## src/rtl/ov5640_init_sequencer.sv

```systemverilog
// OV5640 power-up register sequencer.
// Walks the init table, issues one SCCB write per entry, inserts the power-up
// wait and the settle wait after the software-reset write, retries NACKs, and
// reports init_done / init_error to the camera top level.
//
// state      | meaning
// -----------+-------------------------------------------------------------
// PWRUP_WAIT | wait PWRUP_CYCLES after reset/restart before the first fetch
// FETCH      | rom_addr already holds index; one cycle for the ROM latency
// LATCH      | capture table entry (first attempt only), raise wr_req
// WRITE      | hold request stable until wr_done; route on ack/nack
// SETTLE     | wait RESET_WAIT_CYCLES after the software-reset write
// NEXT       | advance index or finish
// DONE       | all entries written; idle until restart
// ERROR      | retries exhausted on cur_index; idle until restart
module ov5640_init_sequencer #(
   parameter int ADDR_WIDTH        = 8,
   parameter int DATA_WIDTH        = 24,
   parameter int INIT_NUM          = 252,
   parameter int PWRUP_CYCLES      = 1000000,
   parameter int RESET_INDEX       = 1,
   parameter int RESET_WAIT_CYCLES = 250000,
   parameter int RETRY_MAX         = 3
) (
   input  logic                  clk,
   input  logic                  rst_n,
   input  logic                  restart,
   output logic [ADDR_WIDTH-1:0] rom_addr,
   input  logic [DATA_WIDTH-1:0] rom_q,
   output logic                  wr_req,
   output logic [15:0]           wr_reg_addr,
   output logic [7:0]            wr_reg_data,
   input  logic                  wr_done,
   input  logic                  wr_nack,
   output logic                  init_done,
   output logic                  init_error,
   output logic [ADDR_WIDTH-1:0] cur_index
);

   localparam int CNT_MAX = (PWRUP_CYCLES > RESET_WAIT_CYCLES) ? PWRUP_CYCLES : RESET_WAIT_CYCLES;
   localparam int CNT_W   = $clog2(CNT_MAX + 1);
   localparam int RETRY_W = (RETRY_MAX < 1) ? 1 : $clog2(RETRY_MAX + 1);

   localparam logic [CNT_W-1:0]      PWRUP_LAST  = CNT_W'(PWRUP_CYCLES - 1);
   localparam logic [CNT_W-1:0]      SETTLE_LAST = CNT_W'(RESET_WAIT_CYCLES - 1);
   localparam logic [ADDR_WIDTH-1:0] LAST_IDX    = ADDR_WIDTH'(INIT_NUM - 1);
   localparam logic [ADDR_WIDTH-1:0] RST_IDX     = ADDR_WIDTH'(RESET_INDEX);
   localparam logic [RETRY_W-1:0]    RETRY_LIM   = RETRY_W'(RETRY_MAX);

   typedef enum logic [2:0] {
      S_PWRUP_WAIT = 3'd0,
      S_FETCH      = 3'd1,
      S_LATCH      = 3'd2,
      S_WRITE      = 3'd3,
      S_SETTLE     = 3'd4,
      S_NEXT       = 3'd5,
      S_DONE       = 3'd6,
      S_ERROR      = 3'd7
   } state_t;

   state_t                state, state_nxt;
   logic [ADDR_WIDTH-1:0] idx, idx_nxt;
   logic [CNT_W-1:0]      cnt, cnt_nxt;
   logic [RETRY_W-1:0]    retry, retry_nxt;
   logic                  req, req_nxt;
   logic [15:0]           reg_addr, reg_addr_nxt;
   logic [7:0]            reg_data, reg_data_nxt;
   logic                  done, done_nxt;
   logic                  err, err_nxt;

   // The index flop drives the ROM address directly, so the address is valid
   // from the edge that enters FETCH and the entry is ready by LATCH.
   assign rom_addr    = idx;
   assign cur_index   = idx;
   assign wr_req      = req;
   assign wr_reg_addr = reg_addr;
   assign wr_reg_data = reg_data;
   assign init_done   = done;
   assign init_error  = err;

   // State register
   always_ff @(posedge clk or negedge rst_n) begin
      if (!rst_n) state <= S_PWRUP_WAIT;
      else        state <= state_nxt;
   end

   // Next-state decode; restart overrides everything, including a wr_done
   always_comb begin
      state_nxt = state;
      if (restart) begin
         state_nxt = S_PWRUP_WAIT;
      end else begin
         case (state)
            S_PWRUP_WAIT: if (cnt == PWRUP_LAST) state_nxt = S_FETCH;
            S_FETCH:      state_nxt = S_LATCH;
            S_LATCH:      state_nxt = S_WRITE;
            S_WRITE: begin
               if (wr_done) begin
                  if (!wr_nack)                state_nxt = (idx == RST_IDX) ? S_SETTLE : S_NEXT;
                  else if (retry == RETRY_LIM) state_nxt = S_ERROR;
                  else                         state_nxt = S_LATCH;
               end
            end
            S_SETTLE:     if (cnt == SETTLE_LAST) state_nxt = S_NEXT;
            S_NEXT:       state_nxt = (idx == LAST_IDX) ? S_DONE : S_FETCH;
            S_DONE:       state_nxt = S_DONE;
            S_ERROR:      state_nxt = S_ERROR;
            default:      state_nxt = S_PWRUP_WAIT;
         endcase
      end
   end

   // Next values of the datapath and the registered outputs
   always_comb begin
      idx_nxt      = idx;
      cnt_nxt      = cnt;
      retry_nxt    = retry;
      req_nxt      = req;
      reg_addr_nxt = reg_addr;
      reg_data_nxt = reg_data;
      done_nxt     = done;
      err_nxt      = err;
      if (restart) begin
         idx_nxt   = '0;
         cnt_nxt   = '0;
         retry_nxt = '0;
         req_nxt   = 1'b0;
         done_nxt  = 1'b0;
         err_nxt   = 1'b0;
      end else begin
         case (state)
            S_PWRUP_WAIT: begin
               if (cnt == PWRUP_LAST) begin
                  cnt_nxt = '0;
                  idx_nxt = '0;
               end else begin
                  cnt_nxt = cnt + 1'b1;
               end
            end
            S_LATCH: begin
               // A retry re-sends the entry captured on the first attempt.
               if (retry == '0) begin
                  reg_addr_nxt = rom_q[23:8];
                  reg_data_nxt = rom_q[7:0];
               end
               req_nxt = 1'b1;
            end
            S_WRITE: begin
               if (wr_done) begin
                  req_nxt = 1'b0;
                  if (!wr_nack)                retry_nxt = '0;
                  else if (retry == RETRY_LIM) err_nxt   = 1'b1;
                  else                         retry_nxt = retry + 1'b1;
               end
            end
            S_SETTLE: begin
               if (cnt == SETTLE_LAST) cnt_nxt = '0;
               else                    cnt_nxt = cnt + 1'b1;
            end
            S_NEXT: begin
               if (idx == LAST_IDX) done_nxt = 1'b1;
               else                 idx_nxt  = idx + 1'b1;
            end
            default: ;
         endcase
      end
   end

   // Datapath and output registers
   always_ff @(posedge clk or negedge rst_n) begin
      if (!rst_n) begin
         idx      <= '0;
         cnt      <= '0;
         retry    <= '0;
         req      <= 1'b0;
         reg_addr <= '0;
         reg_data <= '0;
         done     <= 1'b0;
         err      <= 1'b0;
      end else begin
         idx      <= idx_nxt;
         cnt      <= cnt_nxt;
         retry    <= retry_nxt;
         req      <= req_nxt;
         reg_addr <= reg_addr_nxt;
         reg_data <= reg_data_nxt;
         done     <= done_nxt;
         err      <= err_nxt;
      end
   end

endmodule

```

## config.mk

```make
export PLATFORM = sky130hd
export DESIGN_NAME = ov5640_init_sequencer
export DESIGN_NICKNAME = d
export VERILOG_FILES = /design/src/rtl/ov5640_init_sequencer.sv
export SDC_FILE = /design/constraint.sdc
export NUM_CORES = 1
export LEC_CHECK = 0
export CORE_ASPECT_RATIO = 1.2
export CORE_MARGIN = 2
export CORE_UTILIZATION = 45
export CTS_CLUSTER_DIAMETER = 120
export DETAILED_ROUTE_END_ITERATION = 12
export HOLD_SLACK_MARGIN = 0.12
export PLACE_DENSITY = 0.73
export SKIP_CTS_REPAIR_TIMING = 1
export SLEW_MARGIN = 20
export SYNTH_ARGS = -nofsm -noshare
export SYNTH_HDL_FRONTEND = slang
export SYNTH_SLANG_ARGS = --single-unit
export TNS_END_PERCENT = 30
```

## constraint.sdc

```tcl
create_clock -name clk -period 2.8 [get_ports clk]
set_input_delay 0.42 -clock clk [delete_from_list [all_inputs] [get_ports clk]]
set_output_delay 0.42 -clock clk [all_outputs]
set_load 0.005 [all_outputs]
```

# Yosys cells after proc, flatten, opt, wreduce, memory -nomap -nowiden
# Cells that the tools add are included.
[classes]
n_reduce_logical = 18
bitwise = 1
eq_ne = 17
n_mux = 33
n_addsub = 3
[op_table]
columns = ["operator", "count"]
rows = [
  ["two-way mux 20 bit", 3],
  ["case mux 20 bit (2 select lines)", 1],
  ["two-way mux 8 bit", 3],
  ["case mux 3 bit (8 select lines)", 1],
  ["two-way mux 3 bit", 7],
  ["adder 20 x 1 -> 20 bit, second input constant", 1],
  ["equality test 20 x 18 -> 1 bit, second input constant", 1],
  ["equality test 20 bit, second input constant", 1],
  ["case mux 8 bit (2 select lines)", 1],
  ["!= test 3 bit, second input constant", 5],
  ["equality test 3 bit, second input constant", 4],
  ["AND reduction 3 bit", 4],
  ["nonzero test 2 bit", 6],
  ["two-way mux 1 bit", 11],
  ["two-way mux 2 bit", 5],
  ["nonzero test 3 bit", 3],
  ["adder 8 x 1 -> 8 bit, second input constant", 1],
  ["equality test 8 x 1 -> 1 bit, second input constant", 1],
  ["equality test 8 bit, second input constant", 1],
  ["equality test 3 x 2 -> 1 bit, second input constant", 2],
  ["AND reduction 2 bit", 2],
  ["AND reduction 4 bit", 1],
  ["equality test 3 x 1 -> 1 bit, second input constant", 1],
  ["zero test 3 bit", 1],
  ["5 further kinds", 5],
]
[word_totals]
reg_bits = 60
wordCells = 81
out_inout_bits = 43

# Depth between registers and ports, before layout
[depth]
word_depth = 6
depth_mapped = 7
mapped_depth_nobuf = 7

# Worst setup path after synthesis
# No wires, ideal clock.
[synth_timing]
path_kind = "register to register"
from = "reg cnt[15]"
to = "reg cnt[12]"
t_arrival_ps = 2007
synth_period_minus_slack_ps = 2126
required_ps = 2681
stages_incl_launch_ff = 7
slack_ps = 674
path_cell_list = "dfrtp_1 -> or4b_1 -> nor4_4 -> a32oi_4 -> o31ai_4 -> buf_6 -> nor2_1"
[synth_via]
elab_chain_cells = 4
[synth_rtl]
columns = ["element", "line_no", "source"]
rows = [
  ["start, declared", "63", "logic [CNT_W-1:0] cnt, cnt_nxt;"],
  ["start signal, assigned", "182", "cnt <= cnt_nxt;"],
  ["equality test 20 x 18 -> 1 bit / equality test 20 bit (equally long branches)", "157, 133", ""],
  ["two-way mux 20 bit (on tied branches)", "157, 133", ""],
  ["case mux 20 bit (2 select lines) *", "131", "case (state)"],
  ["two-way mux 20 bit *", "123", "if (restart) begin"],
]
# Every way passes the cells marked *; elsewhere a longest branch is shown, timed or not.
# A chain may end at the register's enable or synchronous reset.

# Worst setup path after layout
[layout_timing]
from = "reg cnt[13]"
to = "reg cnt[12]"
# Same word-level chain as after synthesis.

==> flow_summary.json <==
{
  "status": "completed",
  "synth_xor_area_share_pct": 3.663,
  "synth_cell_types": 51,
  "dr.pass1.iters": 4,
  "cpPeakStageDelay_ns": 0.64,
  "yosys.area_share.simple_pct": 21.34,
  "cp_cell_sequence": "or4_1, nor4_4, a32oi_4, o31ai_4, nor2_1",
  "final_cell_mix": "70 x clkdlybuf4s50_1, 60 x dfrtp_1, 30 x nand2_1",
  "synthAdderAreaFrac_pct": 2.013,
  "layout-drive-gt1-share_pct": 15.28,
  "drc": 0,
  "grt_first_pass_wirelength_microns": 12340,
  "met3_usage_pct": 4.072,
  "synth.mux.area_fraction_pct": 9.420,
  "die_h_microns": 95.04,
  "clock-sinks": 60,
  "synth_compound_area_share_pct": 10.63,
  "synth.avg_cell_area_sq_um": 10.36,
  "yosys_most_used_dff": "dfrtp_1",
  "fin_crit_sh_pct": 86.44,
  "rsz0062_at_grt": "no",
  "initial_core_util_pct": 45.90,
  "cp.arrival_ns": 2.62,
  "insertion_delay_ns": 0.34,
  "ys_seq_area_share_pct": 48.31,
  "critPathRequiredTime_ns": 3.00,
  "clk_pin_slew_worst_paths_ns": 0.07,
  "cts-root-buf": "clkbuf_8",
  "drv_cap": 0,
  "rows": 33,
  "finClkSkew_ns": 0.007965,
  "grtUsageMet2_pct": 34.66,
  "fin_tns_setup_ns": 0,
  "gp_congestion": 0.9464,
  "cts_tree": "yes",
  "layout_commonest_cell": "clkdlybuf4s50_1",
  "syn_area_sq_um": 3108,
  "nNetsFinal": 402,
  "drt_iter0_drc": 151,
  "grt.busiest_layer": "met2",
  "portBuffers": 71,
  "routed_via_density": 5.685,
  "yosys_warnings": 0,
  "cp_max_fo": 12,
  "grt_overflow": 0,
  "async_reset_ff_share_pct": 100.0,
  "r2r-start": "cnt[13]$_DFFE_PN0P_",
  "ir_drop_mv": 0.3755,
  "die-area_sq_um": 7590,
  "slew_headroom_pct": 57.34,
  "grtUsageTotal_pct": 20.90,
  "cp_slowest_cell": "or4_1",
  "hold_viol_final": 0,
  "first_global_vias": 2544,
  "layout_setup_ws_ns": 0.3796,
  "slew_viol_final": 0,
  "synth_cells": 300,
  "pin_count": 72,
  "cts_made_buffers": 9,
  "leakagePower_nw": 1.618,
  "period_needed_ns": 2.420,
  "routedWlPerCell_microns": 15.93,
  "ys_seq_elements": 60,
  "p_per_area_nw_per_um2": 653.0,
  "crit_type": "reg2reg",
  "tightest_slew_ns": 0.6399,
  "hpwl_microns": 5103,
  "areaGrowthSynthToFinish_pct": 30.92,
  "ant_nets": 0,
  "end_kind": "flip-flop",
  "fmax_mhz": 413.2,
  "pre_cts_ws_ns": 0.3623,
  "wl_microns": 7330,
  "cts_max_path_buffers": 2,
  "hold_class": "in2async",
  "synth-edff-count": 0,
  "vias": 2615,
  "core-area_sq_um": 6771,
  "synth_top_family_by_area": "simple AND/OR/NAND/NOR gates",
  "htreeDepth": 3,
  "grt_start_max_net_pins": 36,
  "setup_violations": 0,
  "grt_antenna_before_repair": 0,
  "met1_usage_pct": 26.48,
  "diodes": 0,
  "crit_start": "cnt[13]$_DFFE_PN0P_",
  "die_w_microns": 79.87,
  "critPathLaunchType": "flip-flop",
  "fill_cells": 577,
  "syn_nets": 334
}
[logic make-up (layout without fill, tap and decap cells)]
logic type                 after synthesis  count (layout)
and+or+nand+nor                        126             126
adders and majority gates                5               5
AOI/OAI and AO/OA                       42              42
xor gates and xnor gates                13              13
buffers and inverters                   28             101
DFF                                     60              60
muxes                                   26              26
[Yosys cell counts, types with 3 or more instances]
master    count  area [sq um]
dfrtp_1      60          1501
nand2_1      30         112.6
nor2_1       29         108.9
mux2_2       26         292.8
nand3_1      16         80.08
nand4_1      16         100.1
a21oi_1       9         45.04
clkbuf_1      9         33.78
buf_4         8         60.06
inv_1         8         30.03
nor3_1        8         40.04
xor2_1        8         70.07
o21ai_0       7         35.03
ha_1          5         62.56
nor4_1        5         31.28
xnor2_1       5         43.79
nor2b_1       4         25.02
a31oi_1       3         18.77
nand4b_1      3         26.28
o311ai_0      3         26.28
[layout make-up]
type / count / area, sq um / area share (%)
clock buffers: 12 / 155.1 / 3.813
clock inverters: 4 / 47.55 / 1.169
inverters: 8 / 30.03 / 0.7380
multi-input cells: 212 / 1463 / 35.95
flip-flops and latches: 60 / 1501 / 36.90
well taps: 87 / 108.9 / 2.675
repair buffers: 77 / 763.2 / 18.76
[critical path, delay by kind of cell (launching register included)]
family	cells	cell delay [ns]
simple gates	3	1.14
flops	1	0.45
compound gates	2	0.69
[metal layers]
metal  part of all wire [%]  vias up
met1                     41     1307
met2                     53       72
met3                    4.0       13
met5                      0        -
li1                       -     1223
met4                    2.0        0
[report_power, final]
group          internal [mW]  switching (mW)  total (mW)
sequential              1.06           0.108        1.16
combinational          0.481           0.214       0.695
clock                  0.457           0.341       0.798
[final timing paths]
kind | endpoint | slack, ns | cells after the start
setup / recovery | cnt[12]$_DFFE_PN0P_ | 0.38 | 5
hold / removal | cur_index[4]$_DFFE_PN0P_ | 0.10 | 1
setup reg to reg | cnt[12]$_DFFE_PN0P_ | 0.38 | 5
hold reg to reg | init_done$_DFFE_PN0P_ | 0.50 | 2
max in group asynchronous | cnt[18]$_DFFE_PN0P_ | 2.07 | 2
min in group clk | init_done$_DFFE_PN0P_ | 0.50 | 2
[registers in the layout, summed over array words and instances, names as in the netlist]
register	flops
state	3
wr_req	1
wr_reg_addr	16
init_done	1
cnt	20
retry	2
init_error	1
wr_reg_data	8
cur_index	8
[through the flow]
step	power [mW]	area, sq um	hold WS (ns)	cells	util, %
floorplan	1.398	3108	0.1244	300	-
global placement	1.869	3866	0.4707	444	57.10
detailed placement	1.887	3866	0.4733	444	57.10
CTS	2.687	4069	0.1129	460	60.09
global route	2.794	4069	0.1341	460	60.09
finish	2.657	4069	0.1041	460	60.09
Power figures use the tool's default switching activity.
